`src/rtl/updown_sweep_pkg.sv`:
```
// -----------------------------------------------------------------------------
// updown_sweep_pkg
// Shared definitions for the up/down sweep controller:
//   - DEFAULT_W  : default count / bound / dwell width
//   - MODE_UP / MODE_DOWN : counter direction encoding
//   - state_t    : controller state enumeration (3-bit, IDLE = 0)
// -----------------------------------------------------------------------------
package updown_sweep_pkg;

   localparam int DEFAULT_W = 4;

   localparam logic MODE_UP   = 1'b0;
   localparam logic MODE_DOWN = 1'b1;

   typedef enum logic [2:0] {
      ST_IDLE     = 3'd0,
      ST_UP       = 3'd1,
      ST_DWELL_HI = 3'd2,
      ST_DOWN     = 3'd3,
      ST_DWELL_LO = 3'd4,
      ST_DONE     = 3'd5
   } state_t;

endpackage

```
`src/rtl/up_down_counter_ld.sv`:
```
// -----------------------------------------------------------------------------
// up_down_counter_ld
// W-bit up/down counter with synchronous parallel load.
// Ports:
//   clk   : rising-edge clock
//   rst   : asynchronous active-high reset, clears count
//   load  : load din on this edge (has priority over en)
//   din   : parallel load value
//   en    : step the counter on this edge
//   mode  : direction, MODE_UP (0) increments, MODE_DOWN (1) decrements
//   count : current counter value
// -----------------------------------------------------------------------------
module up_down_counter_ld
   import updown_sweep_pkg::*;
#(
   parameter int W = DEFAULT_W
) (
   input  logic         clk,
   input  logic         rst,
   input  logic         load,
   input  logic [W-1:0] din,
   input  logic         en,
   input  logic         mode,
   output logic [W-1:0] count
);

   localparam logic [W-1:0] ONE = W'(1);

   logic [W-1:0] r_count;

   // NOTE: sequential state is updated with non-blocking assignments only, so
   // every register samples the values from before the clock edge.
   always_ff @(posedge clk or posedge rst) begin
      if (rst) begin
         r_count <= '0;
      end else if (load) begin
         r_count <= din;
      end else if (en) begin
         r_count <= (mode == MODE_DOWN) ? (r_count - ONE) : (r_count + ONE);
      end
   end

   assign count = r_count;

endmodule

```
`src/rtl/updown_sweep_ctrl.sv`:
```
// -----------------------------------------------------------------------------
// updown_sweep_ctrl
// Drives an up/down counter in a bounded ping-pong sweep between lo and hi,
// with an optional dwell at each bound and a programmable sweep count.
// Ports:
//   clk, rst : rising-edge clock, asynchronous active-high reset
//   start    : request, sampled only in IDLE (bounds latched on acceptance)
//   stop     : abort, sampled in every state, wins over start
//   lo, hi   : sweep bounds (lo must be below hi, otherwise err pulses)
//   dwell    : extra hold cycles at each bound, 0 = none
//   sweeps   : number of up-then-down sweeps, 0 = run until stop
//   count    : counter value
//   mode     : direction driven to the counter (1 in DOWN and DWELL_HI)
//   cnt_en   : counter steps (UP and DOWN)
//   busy     : controller not in IDLE
//   done     : one-cycle pulse in the DONE cycle
//   err      : one-cycle pulse after a rejected start
// -----------------------------------------------------------------------------
module updown_sweep_ctrl
   import updown_sweep_pkg::*;
#(
   parameter int W = DEFAULT_W
) (
   input  logic         clk,
   input  logic         rst,
   input  logic         start,
   input  logic         stop,
   input  logic [W-1:0] lo,
   input  logic [W-1:0] hi,
   input  logic [W-1:0] dwell,
   input  logic [W-1:0] sweeps,
   output logic [W-1:0] count,
   output logic         mode,
   output logic         cnt_en,
   output logic         busy,
   output logic         done,
   output logic         err
);

   localparam logic [W-1:0] ONE = W'(1);

   state_t       r_state;
   state_t       w_next_state;

   logic [W-1:0] r_lo;
   logic [W-1:0] r_hi;
   logic [W-1:0] r_dwell;
   logic [W-1:0] r_sweeps;
   logic [W-1:0] r_dwell_tmr;
   logic [W-1:0] r_sweep_cnt;
   logic         r_done;
   logic         r_err;

   logic         w_take;        // start seen in IDLE without stop
   logic         w_accept;      // start accepted, counter loads lo
   logic         w_reject;      // start rejected, bounds out of order
   logic         w_load_dwell;  // entering a dwell state
   logic         w_lo_hit;      // DOWN step lands on lo: one sweep finished
   logic [W-1:0] w_sweep_inc;
   logic         w_step;
   logic [W-1:0] w_count;

   assign w_take      = (r_state == ST_IDLE) && start && !stop;
   assign w_sweep_inc = r_sweep_cnt + ONE;
   assign w_lo_hit    = (r_state == ST_DOWN) && ((w_count - ONE) == r_lo);

   // NOTE: every signal written here gets a default first, so no path leaves
   // a value unassigned and no latch is inferred.
   always_comb begin
      w_next_state = r_state;
      w_accept     = 1'b0;
      w_reject     = 1'b0;
      w_load_dwell = 1'b0;

      case (r_state)
         ST_IDLE: begin
            if (w_take) begin
               if (lo >= hi) begin
                  w_reject = 1'b1;
               end else begin
                  w_accept     = 1'b1;
                  w_next_state = ST_UP;
               end
            end
         end
         ST_UP: begin
            if ((w_count + ONE) == r_hi) begin
               if (r_dwell != '0) begin
                  w_next_state = ST_DWELL_HI;
                  w_load_dwell = 1'b1;
               end else begin
                  w_next_state = ST_DOWN;
               end
            end
         end
         ST_DWELL_HI: begin
            if (r_dwell_tmr == ONE) w_next_state = ST_DOWN;
         end
         ST_DOWN: begin
            if (w_lo_hit) begin
               if ((r_sweeps != '0) && (w_sweep_inc == r_sweeps)) begin
                  w_next_state = ST_DONE;
               end else if (r_dwell != '0) begin
                  w_next_state = ST_DWELL_LO;
                  w_load_dwell = 1'b1;
               end else begin
                  w_next_state = ST_UP;
               end
            end
         end
         ST_DWELL_LO: begin
            if (r_dwell_tmr == ONE) w_next_state = ST_UP;
         end
         ST_DONE: begin
            w_next_state = ST_IDLE;
         end
         default: begin
            w_next_state = ST_IDLE;
         end
      endcase

      // Abort overrides every other transition out of a running state.
      if (stop && (r_state != ST_IDLE)) begin
         w_next_state = ST_IDLE;
         w_load_dwell = 1'b0;
      end
   end

   always_ff @(posedge clk or posedge rst) begin
      if (rst) begin
         r_state <= ST_IDLE;
      end else begin
         r_state <= w_next_state;
      end
   end

   // Shadow copies of the programming inputs, captured on any start taken
   // in IDLE so that input changes during a run have no effect.
   always_ff @(posedge clk or posedge rst) begin
      if (rst) begin
         r_lo     <= '0;
         r_hi     <= '0;
         r_dwell  <= '0;
         r_sweeps <= '0;
      end else if (w_take) begin
         r_lo     <= lo;
         r_hi     <= hi;
         r_dwell  <= dwell;
         r_sweeps <= sweeps;
      end
   end

   // Dwell timer counts down from dwell; the state exits when it reads 1,
   // giving exactly dwell cycles in the dwell state.
   always_ff @(posedge clk or posedge rst) begin
      if (rst) begin
         r_dwell_tmr <= '0;
      end else if (w_load_dwell) begin
         r_dwell_tmr <= r_dwell;
      end else if (((r_state == ST_DWELL_HI) || (r_state == ST_DWELL_LO)) &&
                   (r_dwell_tmr != '0)) begin
         r_dwell_tmr <= r_dwell_tmr - ONE;
      end
   end

   // Sweep counter wraps freely when sweeps is 0.
   always_ff @(posedge clk or posedge rst) begin
      if (rst) begin
         r_sweep_cnt <= '0;
      end else if (w_accept) begin
         r_sweep_cnt <= '0;
      end else if (w_lo_hit && !stop) begin
         r_sweep_cnt <= w_sweep_inc;
      end
   end

   always_ff @(posedge clk or posedge rst) begin
      if (rst) begin
         r_done <= 1'b0;
         r_err  <= 1'b0;
      end else begin
         r_done <= (w_next_state == ST_DONE);
         r_err  <= w_reject;
      end
   end

   assign busy   = (r_state != ST_IDLE);
   assign mode   = ((r_state == ST_DOWN) || (r_state == ST_DWELL_HI)) ? MODE_DOWN : MODE_UP;
   assign cnt_en = (r_state == ST_UP) || (r_state == ST_DOWN);
   assign done   = r_done;
   assign err    = r_err;

   // The counter must not take the step on the edge where stop aborts.
   assign w_step = cnt_en && !stop;

   up_down_counter_ld #(
      .W (W)
   ) u_counter (
      .clk   (clk),
      .rst   (rst),
      .load  (w_accept),
      .din   (lo),
      .en    (w_step),
      .mode  (mode),
      .count (w_count)
   );

   assign count = w_count;

endmodule

```
`config.mk`:
```
export PLATFORM = sky130hd
export DESIGN_NAME = updown_sweep_ctrl
export DESIGN_NICKNAME = d
export VERILOG_FILES = /design/src/rtl/updown_sweep_pkg.sv /design/src/rtl/up_down_counter_ld.sv /design/src/rtl/updown_sweep_ctrl.sv
export SDC_FILE = /design/constraint.sdc
export NUM_CORES = 1
export LEC_CHECK = 0
export CAP_MARGIN = 25
export CORE_UTILIZATION = 32
export CTS_CLUSTER_SIZE = 12
export DETAILED_ROUTE_END_ITERATION = 7
export PLACE_DENSITY = 0.55
export SYNTH_ARGS = -nofsm -noshare
export SYNTH_HDL_FRONTEND = slang
export SYNTH_SLANG_ARGS = --single-unit
export TNS_END_PERCENT = 5
```
`constraint.sdc`:
```
create_clock -name clk -period 4.6 [get_ports clk]
set_input_delay 0.69 -clock clk [delete_from_list [all_inputs] [get_ports clk]]
set_output_delay 0.69 -clock clk [all_outputs]
set_load 0.01 [all_outputs]
```
==> summary.json <==
{
  "run_status": {
    "run_status": "complete, no violations"
  },
  "placed_design": {
    "dpl_worst_slack_ns": 1.84,
    "hpwl_um": 3070,
    "placement.io_buffers": 28,
    "place.gp.congestion": 0.759
  },
  "route": {
    "detail_route.vias_per_cell": 4.63,
    "detail-route-antenna-nets": 0,
    "routed-via-count": 1412,
    "drtIter0Drc": 55,
    "route.detailed.drc": 0,
    "first_pass_iters": 4,
    "routedWlPerCell_um": 13.4,
    "postRouteWirelength_um": 4080
  },
  "logic_synthesis": {
    "synth-simple-area-share": 0.159,
    "synth-seq-cells": 33,
    "synthesis.instances": 199,
    "synth_nets": 229,
    "combinational_family_with_the_most_area_after_synthesis": "simple AND/OR/NAND/NOR gates",
    "syn-cell-area_um2": 2050,
    "synth.mux.area_fraction": 0.103,
    "ys_seq_area_frac": 0.403,
    "synth_cell_types": 42,
    "ys_warn_count": 0,
    "mean_area_per_synthesized_cell_um2": 10.3,
    "synth-adder-area-share": 0.0659,
    "synthXorXnorAreaFrac": 0.119,
    "compound_gate_portion_of_the_synthesized_area": 0.100
  },
  "critical_path": {
    "worst_r2r_endpoint": "r_dwell_tmr[1]$_DFFE_PP0P_",
    "worst_setup_path_startpoint": "r_state[2]$_DFF_PP0_",
    "r2r_setup_slack_ns": 2.22,
    "crit_required_ns": 3.91,
    "startpoint_type_of_the_worst_setup_path": "flop",
    "setup.worst_path.class": "reg2out",
    "worstSetupEndpointType": "output port",
    "timing.rr.start": "u_counter.count[0]$_DFFE_PP0P_",
    "worstSetupEndpoint": "mode",
    "cp_max_fo": 8,
    "worstPathArrival_ns": 1.93,
    "worst_r2r_path_depth": 8
  },
  "global_routing": {
    "grtUsageTotal": 0.143,
    "largest_net_degree_at_the_start_of_global_routing": 34,
    "antenna_violations_before_repair": 0,
    "overflow": 0,
    "grt_first_pass_wirelength_um": 7000,
    "number_of_global_route_vias_before_repair": 1388
  },
  "pwr": {
    "report.power.total_mw": 1.41,
    "part_of_the_power_in_registers": 0.373,
    "fraction_of_power_spent_switching_nets": 0.387,
    "comb_power_share": 0.476,
    "ir_worst_vdd_mv": 0.286,
    "p_int_mw": 0.861,
    "clockPowerShare": 0.150,
    "cellLeakagePower_nw": 1.03,
    "power.density_cell_area_nw_per_um2": 570,
    "power.switching_mw": 0.544
  },
  "sta": {
    "timing.final.crit_period_ns": 2.62,
    "hold_viol_final": 0,
    "timing.final.max_slew_violations": 0,
    "timing.final.setup_violations": 0,
    "fin_ws_ns": 1.98,
    "worst_pin_slew_ns": 0.606,
    "max_freq_mhz": 382,
    "tns_ns": 0,
    "rsz0062_at_grt": "no",
    "slew_headroom": 0.595,
    "timing.final.crit_share": 0.570,
    "finalClockSkew_ns": 0.00684
  },
  "final_layout": {
    "insertedDiodeCount": 0,
    "ratio_of_cells_with_drive_above_1_in_the_final_layout": 0.157,
    "multi_input_comb_area_um2": 1120,
    "area_used_by_sequential_logic_in_the_layout_um2": 826,
    "final_nets": 259,
    "final_cell_mix": "sky130_fd_sc_hd__dfrtp_1, sky130_fd_sc_hd__clkdlybuf4s50_1, sky130_fd_sc_hd__nand2_1, sky130_fd_sc_hd__xnor2_1, sky130_fd_sc_hd__nor2_1",
    "mostFrequentLayoutCell": "sky130_fd_sc_hd__dfrtp_1",
    "area_growth_pct": 20.2,
    "number_of_fill_cells_in_the_layout": 609
  },
  "clock_network": {
    "cts_buffers": 5,
    "clkSlewWorstSetupHoldPaths_ns": 0.07,
    "cts_max_path_buffers": 2,
    "post_cts_resized": 0,
    "clk_root_buffer_cell": "sky130_fd_sc_hd__clkbuf_8",
    "clock_insertion_delay_at_the_later_pin_of_the_skew_report_ns": 0.29,
    "cts_tree": "yes",
    "ctsHtreeMaxLevel": 2,
    "tritoncts_num_sinks": 33,
    "setup_fix_bufs_post_cts": 0,
    "cts-hold-fix-buffers": 0
  },
  "floorplan": {
    "io_pins": 29,
    "chipHeight_um": 82.0,
    "core_region_area_um2": 6060,
    "floorplan.die.width_um": 82.0,
    "floorplan.initialDensity": 0.338,
    "floorplan.rows": 28,
    "dieArea_um2": 6730
  },
  "worst_hold_path": {
    "holdCritPathClass": "reg2reg"
  },
  "run": {
    "max_cap_viol_count": 0
  }
}
## synth_stat cells
master                     count  area (um2)
sky130_fd_sc_hd__nor4_2        1        12.5
sky130_fd_sc_hd__or3b_1        1        8.76
sky130_fd_sc_hd__a221oi_2      1        15.0
sky130_fd_sc_hd__nor3b_1       2        15.0
sky130_fd_sc_hd__nand2b_1      2        12.5
sky130_fd_sc_hd__xor2_1        8        70.1
sky130_fd_sc_hd__buf_6         3        33.8
sky130_fd_sc_hd__o21ai_1       1        5.00
sky130_fd_sc_hd__nand2_1      21        78.8
sky130_fd_sc_hd__o21ai_0      10        50.1
sky130_fd_sc_hd__a311o_1       1        10.0
sky130_fd_sc_hd__nor3b_4       1        18.8
sky130_fd_sc_hd__a211o_1       1        8.76
sky130_fd_sc_hd__a21oi_2       1        8.76
sky130_fd_sc_hd__a211oi_1      1        7.51
sky130_fd_sc_hd__and2_4        1        8.76
sky130_fd_sc_hd__xnor2_2       1        16.3
sky130_fd_sc_hd__buf_2         1        5.00
sky130_fd_sc_hd__mux2_1        2        22.5
sky130_fd_sc_hd__nor2b_1       3        18.8
sky130_fd_sc_hd__nor3_1        3        15.0
sky130_fd_sc_hd__maj3_1        1        10.0
sky130_fd_sc_hd__o21bai_4      1        18.8
sky130_fd_sc_hd__o211a_4       1        17.5
sky130_fd_sc_hd__clkbuf_1      1        3.75
sky130_fd_sc_hd__dfrtp_1      33         826
sky130_fd_sc_hd__mux2_2       15         169
sky130_fd_sc_hd__mux2i_1       2        20.0
sky130_fd_sc_hd__inv_1        12        45.0
sky130_fd_sc_hd__nand3_1       5        25.0
sky130_fd_sc_hd__or4_1         1        7.51
sky130_fd_sc_hd__or3_4         1        11.3
sky130_fd_sc_hd__nor4_1        1        6.26
sky130_fd_sc_hd__o221ai_1      1        8.76
sky130_fd_sc_hd__nor2_1       16        60.1
sky130_fd_sc_hd__ha_1         10         125
sky130_fd_sc_hd__nand4_1       3        18.8
sky130_fd_sc_hd__buf_4         2        15.0
sky130_fd_sc_hd__a21oi_1       6        30.0
sky130_fd_sc_hd__and2_2        1        7.51
sky130_fd_sc_hd__xnor2_1      18         158
sky130_fd_sc_hd__a211oi_2      2        25.0
## critical path, stage by stage, from the launching register on
cell	delay (ns)
sky130_fd_sc_hd__dfrtp_1	0.47
sky130_fd_sc_hd__nor2b_1	0.52
sky130_fd_sc_hd__clkdlybuf4s50_1	0.66
## logic make-up after synthesis
group,count (synthesis)
xor gates and xnor gates,27
muxes,19
AOI/OAI and AO/OA,27
adders and majority gates,11
and+or+nand+nor,63
DFF,33
buffers and inverters,19
## area by class of cell
cell class	instances	share of cell area
inverter	12	0.0183
multi-input combinational	147	0.455
clock buffer	6	0.0295
sequential	33	0.335
clock inverter	2	0.00406
timing repair buffer	30	0.120
tap	75	0.0381
## stage by stage
| stage | cell area (um2) | hold slack (ns) | util | std cells |
|---|---|---|---|---|
| 3_3_place_gp | 2380 | 0.493 | 0.393 | 297 |
| 3_5_place_dp | 2380 | 0.512 | 0.393 | 297 |
| 6_report | 2460 | 0.523 | 0.406 | 305 |
| 5_1_grt | 2460 | 0.552 | 0.406 | 305 |
| 4_1_cts | 2460 | 0.528 | 0.406 | 305 |
| 2_1_floorplan | 2050 | 0.469 | - | 199 |
## state kept, by name (all words and copies together) (netlist names)
name,flops
done,1
err,1
r_sweeps,4
r_lo,4
r_dwell,4
r_state,3
r_hi,4
u_counter.count,4
r_dwell_tmr,4
r_sweep_cnt,4
## metal layers
metal | GRT usage | vias up | share of wire
met3 | 0.0367 | 4 | 0.023
met1 | 0.193 | 653 | 0.49
met2 | 0.220 | 19 | 0.47
met4 | 0.0474 | 0 | 0.014
li1 | - | 736 | -
met5 | 0 | - | 0
## power by group through the flow
stage / combinational (mW) / sequential, mW / clock, mW
floorplan: 0.531 / 0.501 / 0
global placement: 0.670 / 0.530 / 0
detailed placement: 0.677 / 0.529 / 0
CTS: 0.680 / 0.526 / 0.220
global route: 0.751 / 0.546 / 0.233
finish: 0.669 / 0.525 / 0.211
## worst min path at each step
| stage | from | cells after the start | slack, ns | endpoint |
|---|---|---|---|---|
| 3_5_place_dp | r_hi[2]$_DFFE_PP0P_ | 2 | 0.51 | r_hi[2]$_DFFE_PP0P_ |
| 4_1_cts | r_hi[2]$_DFFE_PP0P_ | 2 | 0.53 | r_hi[2]$_DFFE_PP0P_ |
| 3_3_place_gp | r_hi[3]$_DFFE_PP0P_ | 2 | 0.49 | r_hi[3]$_DFFE_PP0P_ |
| 6_report | r_hi[1]$_DFFE_PP0P_ | 2 | 0.52 | r_hi[1]$_DFFE_PP0P_ |
| 2_1_floorplan | r_hi[1]$_DFFE_PP0P_ | 2 | 0.47 | r_hi[1]$_DFFE_PP0P_ |
| 5_1_grt | r_lo[0]$_DFFE_PP0P_ | 2 | 0.55 | r_lo[0]$_DFFE_PP0P_ |
Power figures use the tool's default switching activity.
==> edit 1: new RTL, config.mk and constraints unchanged <==
Encoding of `state_t`: now one-hot (6 bits for 6 states).
--- a/src/rtl/updown_sweep_pkg.sv
+++ b/src/rtl/updown_sweep_pkg.sv
@@ -12,13 +12,13 @@
    localparam logic MODE_UP   = 1'b0;
    localparam logic MODE_DOWN = 1'b1;
 
-   typedef enum logic [2:0] {
-      ST_IDLE     = 3'd0,
-      ST_UP       = 3'd1,
-      ST_DWELL_HI = 3'd2,
-      ST_DOWN     = 3'd3,
-      ST_DWELL_LO = 3'd4,
-      ST_DONE     = 3'd5
+   typedef enum logic [5:0] {
+      ST_IDLE     = 6'b000001,
+      ST_UP       = 6'b000010,
+      ST_DWELL_HI = 6'b000100,
+      ST_DOWN     = 6'b001000,
+      ST_DWELL_LO = 6'b010000,
+      ST_DONE     = 6'b100000
    } state_t;
 
 endpackage
Check against the original RTL: no difference found for any inputs over 4 cycles, from zero or initial values and one cycle with rst high; so few cycles prove little.
==> edit 1 against the unedited design <==
- non-clock buffer count up 1
- maximum frequency down 16%
- routed wire length up 7.0%
- design area up 6.1%
- via count up 10%
- worst setup slack worse by 0.52 ns
- sequential cell count up 3
- area after synthesis up 3.9%
- power down 9.5%
- hold slack worse by 0.016 ns
- clock skew down 0.0010 ns
- largest cell class unchanged
==> edit 1: results <==
metrics = {
    "power_and_ir_drop": {
        "p_leak_uw": 0.00114,
        "max-vdd-ir-drop_mv": 0.234,
    },
    "run_status": {
        "status": "finished, final reports clean",
    },
    "synth": {
        "netlist_top_cells_count": "35 x dfrtp_1, 18 x nor2_1, 14 x mux2_2, 14 x nand2_1, 14 x xnor2_1",
        "postSynthAreaPerCell_um2": 10.2,
        "synth_compound_gate_area_share_pct": 11.5,
        "synth_top_cell_area_share_pct": 41.1,
        "ys_seq_area_share_pct": 42.4,
        "mux_cell_area_share_after_synthesis_pct": 8.34,
        "syn-num-nets": 238,
    },
    "route": {
        "route.detailed.wl_per_inst_um": 13.7,
        "route.detailed.vias_per_inst": 4.88,
        "drt_drc_violations_left": 0,
        "via_count": 1558,
        "drt_iter0_drc": 66,
    },
    "placement": {
        "pre_cts_slack_ns": 1.77,
        "hpwl_um": 3230,
        "globalplace.congestion": 0.776,
        "cell_count_post_placement": 311,
    },
    "worst_setup_path": {
        "critical_path.max_stage_delay_ns": 0.64,
        "arrival_ns": 2.45,
        "crit_path_top_delay_cell": "clkdlybuf4s50_1",
    },
    "final_layout": {
        "fin_nets": 271,
    },
    "sta": {
        "max_slew_margin_pct": 37.3,
        "finalClockSkew_ns": 0.00584,
    },
    "global_route": {
        "grt_first_pass_wirelength_um": 7450,
        "grtUsageTotal_pct": 13.5,
        "grt_start_max_net_pins": 37,
        "grt_pass1_vias": 1471,
    },
}
-- edit 1: report_power, final --
part	switching, µW	leakage, µW	internal (µW)
Sequential	94.1	0.000457	412
Clock	119	0.0000541	160
Combinational	224	0.000625	262
-- edit 1: path summary, 6_finish.rpt --
| check | to | slack (ns) | depth (start not counted) |
|---|---|---|---|
| setup / recovery | mode | 1.46 | 3 |
| setup reg to reg | r_dwell_tmr[1]$_DFFE_PP0P_ | 1.97 | 7 |
| hold / removal | r_hi[1]$_DFFE_PP0P_ | 0.51 | 2 |
| min in group asynchronous | r_sweeps[3]$_DFFE_PP0P_ | 0.80 | 3 |
| hold reg to reg | r_hi[1]$_DFFE_PP0P_ | 0.51 | 2 |
| max in group asynchronous | r_state[0]$_DFF_PP1_ | 3.44 | 3 |
-- edit 1: stage by stage --
step	area, µm²	util, %	total power (µW)
global route	2610	40.9	1360
CTS	2610	40.9	1290
floorplan	2130	-	848
detailed placement	2500	39.2	1010
finish	2610	40.9	1270
global placement	2500	39.2	1000
-- edit 1: layout make-up --
type	instances	area (µm²)
Clock buffer	5	68.8
Clock inverter	3	42.5
Fill cell	626	3770
Inverter	13	48.8
Multi-Input combinational cell	154	1150
Sequential cell	36	902
Tap cell	77	96.3
Timing Repair Buffer	31	303
-- edit 1: worst register-to-register path, stage by stage, from the launching register on --
cell	delay, ns
dfrtp_1	0.51
inv_1	0.12
ha_1	0.38
xnor2_1	0.15
nand2_1	0.09
nor4_1	0.77
o211ai_4	0.16
a221o_1	0.34
-- edit 1: metal layers --
metal | vias to the layer above | routed length, µm | track usage, %
met5 | - | 0 | 0
li1 | 802 | - | -
met3 | 4 | 143 | 3.66
met4 | 0 | 55 | 4.62
met2 | 21 | 1950 | 19.3
met1 | 731 | 2220 | 19.6
==> edit 2: new RTL, config.mk and constraints unchanged <==
Made on the original files. Change the package constant `DEFAULT_W` from 4 to 6.
--- a/src/rtl/updown_sweep_pkg.sv
+++ b/src/rtl/updown_sweep_pkg.sv
@@ -7,7 +7,7 @@
 // -----------------------------------------------------------------------------
 package updown_sweep_pkg;
 
-   localparam int DEFAULT_W = 4;
+   localparam int DEFAULT_W = 6;
 
    localparam logic MODE_UP   = 1'b0;
    localparam logic MODE_DOWN = 1'b1;
Interface: changed (5 resized); port bits go from 29 to 39. No check against the original RTL was run, so the function may have changed too.
==> edit 2 against the unedited design <==
- sequential cell count is 14 higher
- design area grew 41%
- routed wire length is 52% higher
- area after synthesis up 42%
- sequential power is 45% higher
- worst setup slack worse by 0.39 ns
- first-iteration DRC count rose by 24%
- critical endpoint is now u_counter.count[1]$_DFFE_PP0P_
- power grew 37%
==> edit 2: results <==
metrics = {
    "run_status": {
        "status": "finished, final reports clean",
    },
    "global_route": {
        "grt_start_max_net_pins": 48,
        "met1_capacity_usage_during_global_routing_pct": 19.4,
        "grtUsageTotal_pct": 13.7,
        "global_route.usage.met3_pct": 2.59,
    },
    "placement": {
        "buffer_ports.inserted": 38,
        "cell_count_post_placement": 422,
        "hpwl_um": 4620,
    },
    "final_layout": {
        "fin_nets": 361,
        "clockNetworkAreaShare_pct": 3.31,
        "nonClockBufferCount": 41,
        "final-nonclk-buf-share_pct": 11.9,
        "final_layout_size_suffix_gt1_share_pct": 13.3,
    },
    "worst_setup_path": {
        "setup.reg_to_reg.worst_slack_ns": 1.78,
        "setup_cp_type": "input port to flop",
        "cp_max_fo": 11,
        "capture_point_of_the_worst_path": "u_counter.count[1]$_DFFE_PP0P_",
    },
    "worst_hold_path": {
        "worst_hold_startpoint": "r_hi[4]$_DFFE_PP0P_",
        "hold_critical_path_endpoint": "r_hi[4]$_DFFE_PP0P_",
    },
    "power_and_ir_drop": {
        "p_leak_uw": 0.00150,
        "sequential_fraction_of_design_power_pct": 39.5,
    },
    "synth": {
        "netlist_top_cells_count": "47 x dfrtp_1, 28 x xnor2_1, 24 x nand2_1",
        "synth_cell_type_count": 51,
    },
    "route": {
        "route.detailed.vias_per_inst": 4.87,
        "route.met3.wl_um": 195,
    },
    "sta": {
        "fin_crit_sh_pct": 65.5,
        "hold_slack_ns": 0.509,
        "worst_pin_slew_ns": 0.600,
    },
}
==> edit 2: changes by cell type in the layout (fill, tap and decap cells not counted), sizes merged, moves of 4 or more <==
| cell | unedited run | this run |
|---|---|---|
| xor2 | 8 | 14 |
| clkdlybuf4s50 | 28 | 38 |
| inv | 12 | 17 |
| dfrtp | 33 | 47 |
| nor4 | 2 | 10 |
| nor2 | 16 | 20 |
| nand3 | 5 | 11 |
| xnor2 | 19 | 28 |
| mux2 | 17 | 26 |
==> edit 2: critical path, stage by stage <==
cell and delay (ns):
clkdlybuf4s50_1 0.48, ha_1 0.34, a21oi_1 0.12, o21ai_1 0.08, a221oi_1 0.39, nor2b_1 0.49, buf_4 0.27, nor3_1 0.07
a221o_1 0.27
==> edit 2: logic make-up after synthesis <==
group | count (synthesis) | synth area share (%)
muxes | 27 | 10.4
DFF | 47 | 40.3
buffers and inverters | 28 | 5.53
and+or+nand+nor | 95 | 18.1
adders and majority gates | 12 | 5.06
xor gates and xnor gates | 42 | 12.6
AOI/OAI and AO/OA | 35 | 8.02
